$ cat src/rtl/interrupt_controller_pkg.sv
// rtl/interrupt_controller_pkg.sv - shared register offsets, FSM encoding and ID width for the interrupt controller
package interrupt_controller_pkg;

   // Source IDs are 1..31; 0 means "no source".
   localparam int ID_W = 5;

   // Byte offsets of the register map; bits [1:0] of the address are ignored.
   localparam logic [3:0] INTC_PENDING = 4'h0;
   localparam logic [3:0] INTC_ENABLE  = 4'h4;
   localparam logic [3:0] INTC_MODE    = 4'h8;
   localparam logic [3:0] INTC_CLAIM   = 4'hC;

   typedef enum logic [0:0] {
      ST_IDLE   = 1'b0,
      ST_INSERV = 1'b1
   } intc_state_t;

   // Word-address match against one register offset.
   function automatic logic reg_hit(input logic [3:0] addr, input logic [3:0] off);
      return addr[3:2] == off[3:2];
   endfunction

endpackage

$ cat src/rtl/interrupt_controller_if.sv
// rtl/interrupt_controller_if.sv - register bus between the CPU side and the interrupt controller
interface interrupt_controller_if;
   logic [3:0]  I_addr;
   logic        I_wen;
   logic        I_ren;
   logic [31:0] I_wdata;
   logic [31:0] O_rdata;

   modport master (
      output I_addr, I_wen, I_ren, I_wdata,
      input  O_rdata
   );

   modport slave (
      input  I_addr, I_wen, I_ren, I_wdata,
      output O_rdata
   );
endinterface

$ cat src/rtl/interrupt_controller_irq_edge_detect.sv
// rtl/interrupt_controller_irq_edge_detect.sv - per-source optional synchroniser and rising-edge detector
module irq_edge_detect #(
   parameter bit SYNC = 1'b1
) (
   input  logic I_clk,
   input  logic I_rst,
   input  logic I_irq,
   output logic O_level,
   output logic O_rise
);

   logic w_level;
   logic r_prev;

   generate
      if (SYNC) begin : g_sync
         logic r_s1;
         logic r_s2;

         // Two-flop synchroniser for an asynchronous peripheral line.
         always_ff @(posedge I_clk) begin
            if (I_rst) begin
               r_s1 <= 1'b0;
               r_s2 <= 1'b0;
            end else begin
               r_s1 <= I_irq;
               r_s2 <= r_s1;
            end
         end

         assign w_level = r_s2;
      end else begin : g_nosync
         assign w_level = I_irq;
      end
   endgenerate

   // Previous level, used to spot 0->1 transitions.
   always_ff @(posedge I_clk) begin
      if (I_rst) begin
         r_prev <= 1'b0;
      end else begin
         r_prev <= w_level;
      end
   end

   assign O_level = w_level;
   assign O_rise  = w_level & ~r_prev;

endmodule

$ cat src/rtl/interrupt_controller.sv
// rtl/interrupt_controller.sv - external interrupt controller with pending/enable/mode registers and claim/complete
module interrupt_controller
   import interrupt_controller_pkg::*;
#(
   parameter int NUM_SRC = 8,
   parameter bit SYNC    = 1'b1
) (
   input  logic                I_clk,
   input  logic                I_rst,
   input  logic [NUM_SRC-1:0]  I_irq,
   interrupt_controller_if.slave bus,
   output logic                O_extinterrupt,
   output logic [ID_W-1:0]     O_claimid
);

   logic [NUM_SRC-1:0] r_pending;
   logic [NUM_SRC-1:0] r_enable;
   logic [NUM_SRC-1:0] r_mode;
   logic [ID_W-1:0]    r_claimid;
   logic               r_ext;
   logic [31:0]        r_rdata;
   intc_state_t        r_state;
   intc_state_t        w_state_next;

   logic [NUM_SRC-1:0] w_level;
   logic [NUM_SRC-1:0] w_rise;
   logic [NUM_SRC-1:0] w_set;
   logic [NUM_SRC-1:0] w_clr;
   logic [NUM_SRC-1:0] w_active;
   logic [NUM_SRC-1:0] w_best_oh;
   logic [ID_W-1:0]    w_best_id;
   logic               w_claim;
   logic               w_complete;
   logic               w_wr_pending;
   logic               w_wr_enable;
   logic               w_wr_mode;
   logic [31:0]        w_rdata_mux;
   logic               w_unused;

   // Address bits [1:0] and write-data bits beyond the implemented sources are don't-care.
   assign w_unused = ^{bus.I_addr[1:0], bus.I_wdata};

   genvar g;
   generate
      for (g = 0; g < NUM_SRC; g++) begin : g_src
         irq_edge_detect #(.SYNC(SYNC)) u_edge (
            .I_clk   (I_clk),
            .I_rst   (I_rst),
            .I_irq   (I_irq[g]),
            .O_level (w_level[g]),
            .O_rise  (w_rise[g])
         );
      end
   endgenerate

   assign w_wr_pending = bus.I_wen && reg_hit(bus.I_addr, INTC_PENDING);
   assign w_wr_enable  = bus.I_wen && reg_hit(bus.I_addr, INTC_ENABLE);
   assign w_wr_mode    = bus.I_wen && reg_hit(bus.I_addr, INTC_MODE);

   // Level-mode sources request while high, edge-mode sources on a rising edge.
   assign w_set    = (r_mode & w_level) | (~r_mode & w_rise);
   assign w_active = r_pending & r_enable;

   // Priority encoder: descending scan so the lowest active index is the last writer.
   always_comb begin
      w_best_id = '0;
      w_best_oh = '0;
      for (int k = NUM_SRC - 1; k >= 0; k--) begin
         if (w_active[k]) begin
            w_best_id    = ID_W'(k + 1);
            w_best_oh    = '0;
            w_best_oh[k] = 1'b1;
         end
      end
   end

   // Claim/complete FSM: next state and the strobes that act on it.
   always_comb begin
      w_state_next = r_state;
      w_claim      = 1'b0;
      w_complete   = 1'b0;
      case (r_state)
         ST_IDLE: begin
            if (bus.I_ren && reg_hit(bus.I_addr, INTC_CLAIM) && (w_best_id != '0)) begin
               w_claim      = 1'b1;
               w_state_next = ST_INSERV;
            end
         end
         ST_INSERV: begin
            if (bus.I_wen && reg_hit(bus.I_addr, INTC_CLAIM) &&
                (bus.I_wdata[ID_W-1:0] == r_claimid)) begin
               w_complete   = 1'b1;
               w_state_next = ST_IDLE;
            end
         end
         default: w_state_next = ST_IDLE;
      endcase
   end

   // FSM state register.
   always_ff @(posedge I_clk) begin
      if (I_rst) begin
         r_state <= ST_IDLE;
      end else begin
         r_state <= w_state_next;
      end
   end

   // Clears from claim and W1C lose to a same-cycle set so no request is dropped.
   assign w_clr = (w_claim ? w_best_oh : '0) |
                  (w_wr_pending ? bus.I_wdata[NUM_SRC-1:0] : '0);

   // Request, configuration and in-service registers plus the registered CPU interrupt.
   always_ff @(posedge I_clk) begin
      if (I_rst) begin
         r_pending <= '0;
         r_enable  <= '0;
         r_mode    <= '0;
         r_claimid <= '0;
         r_ext     <= 1'b0;
      end else begin
         r_pending <= (r_pending & ~w_clr) | w_set;
         if (w_wr_enable) begin
            r_enable <= bus.I_wdata[NUM_SRC-1:0];
         end
         if (w_wr_mode) begin
            r_mode <= bus.I_wdata[NUM_SRC-1:0];
         end
         if (w_claim) begin
            r_claimid <= w_best_id;
         end else if (w_complete) begin
            r_claimid <= '0;
         end
         r_ext <= (w_state_next == ST_IDLE) && (w_best_id != '0);
      end
   end

   // Read mux; reads see register values from before any same-cycle write.
   always_comb begin
      w_rdata_mux = '0;
      if (reg_hit(bus.I_addr, INTC_PENDING)) begin
         w_rdata_mux = 32'(r_pending);
      end else if (reg_hit(bus.I_addr, INTC_ENABLE)) begin
         w_rdata_mux = 32'(r_enable);
      end else if (reg_hit(bus.I_addr, INTC_MODE)) begin
         w_rdata_mux = 32'(r_mode);
      end else if (reg_hit(bus.I_addr, INTC_CLAIM)) begin
         w_rdata_mux = w_claim ? 32'(w_best_id) : 32'd0;
      end
   end

   // Read data register, held between reads.
   always_ff @(posedge I_clk) begin
      if (I_rst) begin
         r_rdata <= '0;
      end else if (bus.I_ren) begin
         r_rdata <= w_rdata_mux;
      end
   end

   assign bus.O_rdata    = r_rdata;
   assign O_extinterrupt = r_ext;
   assign O_claimid      = r_claimid;

endmodule
$ cat src/flat_wrapper.sv
// flat-port wrapper written by rule: the top's interface ports become plain ports
module interrupt_controller_flat import interrupt_controller_pkg::*;
#(
   parameter int NUM_SRC = 8,
   parameter bit SYNC    = 1'b1
)
  (I_clk, I_rst, I_irq, O_extinterrupt, O_claimid, bus_I_addr, bus_I_wen, bus_I_ren, bus_I_wdata, bus_O_rdata);
  interrupt_controller_if bus_i ();
  input  logic I_clk;
  input  logic I_rst;
  input  logic [NUM_SRC-1:0] I_irq;
  output logic O_extinterrupt;
  output logic [ID_W-1:0] O_claimid;
  input wire logic [$bits(bus_i.I_addr)-1:0] bus_I_addr;
  input wire logic [$bits(bus_i.I_wen)-1:0] bus_I_wen;
  input wire logic [$bits(bus_i.I_ren)-1:0] bus_I_ren;
  input wire logic [$bits(bus_i.I_wdata)-1:0] bus_I_wdata;
  output wire logic [$bits(bus_i.O_rdata)-1:0] bus_O_rdata;
  assign bus_i.I_addr = bus_I_addr;
  assign bus_i.I_wen = bus_I_wen;
  assign bus_i.I_ren = bus_I_ren;
  assign bus_i.I_wdata = bus_I_wdata;
  assign bus_O_rdata = bus_i.O_rdata;
  interrupt_controller #(.NUM_SRC(NUM_SRC), .SYNC(SYNC)) u_core (.I_clk(I_clk), .I_rst(I_rst), .I_irq(I_irq), .bus(bus_i), .O_extinterrupt(O_extinterrupt), .O_claimid(O_claimid));
endmodule
$ cat config.mk
export PLATFORM = sky130hd
export DESIGN_NAME = interrupt_controller_flat
export DESIGN_NICKNAME = d
export VERILOG_FILES = /design/src/rtl/interrupt_controller_pkg.sv /design/src/rtl/interrupt_controller_if.sv /design/src/rtl/interrupt_controller_irq_edge_detect.sv /design/src/rtl/interrupt_controller.sv /design/src/flat_wrapper.sv
export SDC_FILE = /design/constraint.sdc
export NUM_CORES = 1
export LEC_CHECK = 0
export ABC_AREA = 1
export CELL_PAD_IN_SITES_DETAIL_PLACEMENT = 1
export CELL_PAD_IN_SITES_GLOBAL_PLACEMENT = 2
export CORE_UTILIZATION = 25
export CTS_BUF_LIST = sky130_fd_sc_hd__clkbuf_16
export CTS_CLUSTER_SIZE = 25
export DETAILED_ROUTE_END_ITERATION = 10
export PLACE_DENSITY_LB_ADDON = 0.1
export SLEW_MARGIN = 20
export SYNTH_ARGS = -nofsm -noshare
export SYNTH_HDL_FRONTEND = slang
export SYNTH_SLANG_ARGS = --single-unit
$ cat constraint.sdc
create_clock -name I_clk -period 1.6 [get_ports I_clk]
set_input_delay 0.48 -clock I_clk [delete_from_list [all_inputs] [get_ports I_clk]]
set_output_delay 0.48 -clock I_clk [all_outputs]
set_load 0.005 [all_outputs]
# After elaboration in Yosys (flattened, before gate mapping)
# Cells that the tools add are included.
# op_classes
bitwise_logic,27
n_reduce_logical,11
muxes,31
n_eq_ne,4
# op_table
op,count
32-bit two-way mux,4
8-bit two-way mux,10
4-bit two-way mux,9
8-bit bitwise AND,4
8-bit bitwise OR,3
8-bit NOT,2
5-bit two-way mux,2
1-bit NOT,10
1-bit bitwise AND,8
1-bit logical AND,8
5-bit == test,1
1-bit two-way mux,5
5-bit nonzero test,1
2-bit == test (second input constant),2
2-bit by 1-bit == test with 1-bit output (second input constant),1
2-bit zero test,1
1-bit case mux with 2 select lines,1
2-bit nonzero test,1
# totals
in_bits,48
word_cells,104
output_inout_bits,38
reg_bits,87

# Longest topological paths before layout
# depth
depth_word,18
mapped_depth,12
ltp_nobuf,12

# By module
# A second synthesis with hierarchy kept.
# unflattened
hier_cells,372
area_unflattened_um2,2824.0
# modules_own_cells
module,area_per_inst_um2,instances,cells_per_inst,seq_area_each_um2
interrupt_controller,2133.3,1,292,760.7
irq_edge_detect,86.3,8,10,60.1

# Least setup slack after synthesis
# No wires, ideal clock.
# synth_path
kind,input-to-reg
from,input port I_rst
to,register u_core.g_src[0].u_edge.g_sync.r_s2
setup_time_ns,0.128
n_path_buf,3
stages,4
arrival_time_ns,1.251
setup_slack_ns,0.221
path_cell_list,buf_2 -> clkbuf_1 -> buf_1 -> nor2_1
# synth_rtl
item,line_no,text
from (decl),flat_wrapper.sv:10,input logic I_rst;
to (signal assigned),interrupt_controller_irq_edge_detect.sv:27,r_s2 <= r_s1;
to (decl),interrupt_controller_irq_edge_detect.sv:18,logic r_s2;
# No word-level cell between the ends.

# Worst setup path after layout
# layout_path
from,input port bus_I_wdata[2]
to,"register u_core.r_claimid[3], in the netlist u_core.O_claimid[3]"
# layout_via
elab_chain_len,5
# layout_lines
item,line_no,text
from (decl),flat_wrapper.sv:17,input wire logic [$bits(bus_i.I_wdata)-1:0] bus_I_wdata;
5-bit == test,interrupt_controller.sv:91,(bus.I_wdata[ID_W-1:0] == r_claimid)) begin
1-bit logical AND,interrupt_controller.sv:90,"if (bus.I_wen && reg_hit(bus.I_addr, INTC_CLAIM) &&"
1-bit two-way mux,interrupt_controller.sv:90,
1-bit two-way mux,interrupt_controller.sv:82,case (r_state)
2-bit nonzero test (no source line),--,
to (signal assigned),interrupt_controller.sv:130,r_claimid <= w_best_id;
to (decl),interrupt_controller.sv:19,logic [ID_W-1:0] r_claimid;
# No other way between the ends.
# A chain may end at the register's enable or synchronous reset.

==> run summary <==
The max-capacitance violation count came out at 0. The highest cell delay on the worst timing path came out at 450 ps. The count of input and output buffers is 34.

The cell total after placement came out at 560. The flow ran to the end, and the final reports show no timing, DRC or antenna violations. For the worst setup path, the data required time is 1810 ps. The clock period could shrink to 1548 ps. The wire length of the first global-routing pass came out at 13120 µm. The worst hold slack is 401.8 ps. The leftover overflow at the end of global routing is 0.

The post-detailed-route count of antenna-violating nets came out at 0. The critical path is of the in2reg type. The starting DRC count in detailed routing is 37. The total wirelength of the detailed-routed design came out at 7824 µm. Setup repair after global routing could not meet its margin everywhere. The number of buffers inserted during clock tree synthesis is 9. CTS built an H-tree with a depth of 3. Row generation in the floorplan step produced 37 rows. Of all nets on the critical path, the largest fanout is 4.

The post-synthesis register bit count is 62. During synthesis, Yosys emitted a total of 0 warnings. In this run, synthesis inferred 0 flip-flops with an integrated enable. The post-detailed-route via-to-cell ratio is 4.309. Broken down by cell family, the worst path's largest delay share belongs to simple AND/OR/NAND/NOR gates.

The post-layout utilization of the core is 36.00%. The final route contains 2499 vias. After detailed routing, the average wire length per cell comes to 13.49 µm. Before CTS, the worst setup slack after placement is -543.9 ps. Clock skew on the completed layout was measured at 5.652 ps. Counting distinct cell types in the post-synthesis netlist gives 30.

Fill cells in the final layout number 1308. IR analysis of the VDD net gives a maximum drop of 0.5800 mV. The clock sink count came out at 62. Synthesis handed over a netlist of 365 instances. The width of the die came out at 107.0 µm.

STA classifies the critical path startpoint as an input port. By area the synthesized netlist is led by dfxtp_1, nand2_1, buf_4. The final estimated routing congestion in global placement is 0.7406.

The initial core utilization is 26.21%. The synthesis-to-finish area growth came out at 37.39%. The final number of max-transition violations came out at 0. The largest net degree at the start of global routing is 20.

The sequential share of the synthesized area came out at 45.07%. The overall power of the completed layout came out at 3.782 mW. The async set-reset flop share out of synthesis came out at 0%. The multi-input gate area in the final layout came out at 1250 µm². The number of failing hold endpoints at the final stage is 0. The most common cell in the synthesized netlist is nand2_1. The worst hold-check path type is reg2reg. The number of hold buffers added after CTS is 0. The number of cells in the finished layout apart from fillers is 580. The clock tree root buffer cell is clkbuf_16.

The final critical-path setup slack came out at 52.22 ps. Counting both buffers and inverters, the worst setup path holds a total of 1. In the synthesized netlist, the cells that appear most often are nand2_1, dfxtp_1, inv_1. The I/O pin count is 86. The master of the slowest instance on the critical path is clkdlybuf4s50_1. The overall track demand over capacity in global routing came out at 15.31%. The number of iterations in the first detailed-routing pass is 4. The worst setup path is captured at a flip-flop. Setup violations remaining at the end of the flow were counted as 0.

The peak clock frequency supported by timing is 646.1 MHz. The area inside the core boundary came out at 10510 µm². The cell area after technology mapping came out at 2754 µm². For this run, design rule violations remaining after detail routing come to 0.

From bottom edge to top edge, the die measures 107.0 µm. The register cell area after layout came out at 1251 µm². The clock insertion delay at the later pin of the skew report came out at 330 ps. The data arrival time of the critical path is 1760 ps. The largest area contributor in the synthesized netlist is dfxtp_1. The clock input transition at the sequential cells of the worst setup and hold paths is 60 ps. The area share of the leading cell type in the synthesized netlist is 45.07%. The share of the cycle needed by the critical path after routing is 96.74%. 0 antenna diodes ended up in the layout. The number of nets in the final layout is 487. TritonCTS built the clock tree. In the synthesized netlist the dominant register cell turns out to be dfxtp_1. The via count of the first global-routing pass is 2546. Of the cells placed in the final design, the portion with a size suffix greater than 1 is 20.72%. The leakage power is 1.696 nW. The die area is 11440 µm². Walking the worst path, the cells encountered are clkdlybuf4s50_1, xor2_1, nor2_1, nand4_1, nand3_1, a21oi_1. Power spread over the standard cell area amounts to 999.6 nW/µm². The average size of a mapped cell came out at 7.545 µm². The half-perimeter wire length of the detailed placement result came out at 6060 µm. The initial antenna violation count was 0. The deepest clock path buffer count came out at 2.
==> final cells by class <==
class | count | share of cell area (%)
Tap cell | 136 | 4.497
Clock buffer | 9 | 5.952
Multi-Input combinational cell | 246 | 33.04
Inverter | 47 | 4.729
Sequential cell | 62 | 33.07
Clock inverter | 7 | 1.124
Timing Repair Buffer | 73 | 17.59
==> cell usage in the layout, fill, tap and decap left out, types with 3 or more instances in the layout <==
master	count
o21ai_0	16
nand2_1	65
inv_1	44
clkinv_2	3
nor3_1	4
buf_4	33
a221oi_1	3
nand4_1	4
conb_1	25
nand3_1	27
buf_6	3
nor2_4	4
nand2_2	12
clkdlybuf4s50_1	18
dfxtp_2	8
a31oi_1	3
clkbuf_16	9
nor2_1	35
a21oi_1	29
buf_12	3
xor2_1	4
dlygate4sd2_1	15
dfxtp_1	54
==> per-stage QoR <==
stage / setup TNS [ps] / cell area, µm²
floorplan: 0 / 2844
global placement: -15460 / 3430
detailed placement: -16340 / 3430
CTS: 0 / 3740
global route: 0 / 3784
finish: 0 / 3784
==> repair_timing <==
| item | 4_1_cts | 5_1_grt |
|---|---|---|
| setup endpoints to repair | 50 | 15 |
| buffers inserted | 3 | 1 |
| pin swaps | 3 | 4 |
| gates resized for setup | 27 | 12 |
==> worst paths after layout <==
| check | cells after the start | startpoint | slack, ps | endpoint |
|---|---|---|---|---|
| max | 6 | bus_I_wdata[2] | 50 | u_core.O_claimid[3] |
| min | 2 | u_core.g_src[6].u_edge.g_sync.r_s1 | 400 | u_core.g_src[6].u_edge.O_level |
| max reg2reg | 11 | u_core.r_pending[6] | 120 | u_core.O_extinterrupt |
| min reg2reg | 2 | u_core.g_src[6].u_edge.g_sync.r_s1 | 400 | u_core.g_src[6].u_edge.O_level |
==> per-layer routing <==
metal | up-vias | part of all wire (%) | GRT usage, %
met5 | - | 0 | 0
met4 | 0 | 1.5 | 5.577
met3 | 10 | 2.4 | 3.343
met2 | 41 | 47 | 25.25
met1 | 1183 | 49 | 19.53
li1 | 1265 | - | -
==> registers in the layout, indices dropped and copies added (netlist names) <==
register / flops
u_core.bus.O_rdata: 8
u_core.O_claimid: 4
u_core.r_mode: 8
u_core.g_src.u_edge.O_level: 8
u_core.r_state: 1
u_core.r_pending: 8
u_core.O_extinterrupt: 1
u_core.r_enable: 8
u_core.g_src.u_edge.r_prev: 8
u_core.g_src.u_edge.g_sync.r_s1: 8
==> power by group <==
part	switching (mW)	internal, mW	total (mW)	leakage (nW)
Sequential	0.0361	1.61	1.65	0.511
Clock	0.705	1.03	1.74	0.132
Combinational	0.212	0.184	0.396	1.05
==> cell families after synthesis <==
family                 after synthesis  synth area share, %
other                                1               0.1362
flip-flops                          62                45.07
AND/OR/NAND/NOR                    161                27.35
buffers and inverters               81                14.67
XOR/XNOR                             4                1.272
AO/OA/AOI/OAI                       56                11.50
==> worst reg2reg max path: stages (launching register included) <==
cell	delay, ps
dfxtp_1	330
nand2_2	120
nand2_4	60
inv_1	80
nand2_2	70
o21bai_4	130
nand3_4	130
nand2_8	130
inv_4	60
a21oi_2	140
nand2_2	90
nor2_2	80
No activity file was read; power rests on OpenSTA's default activity.
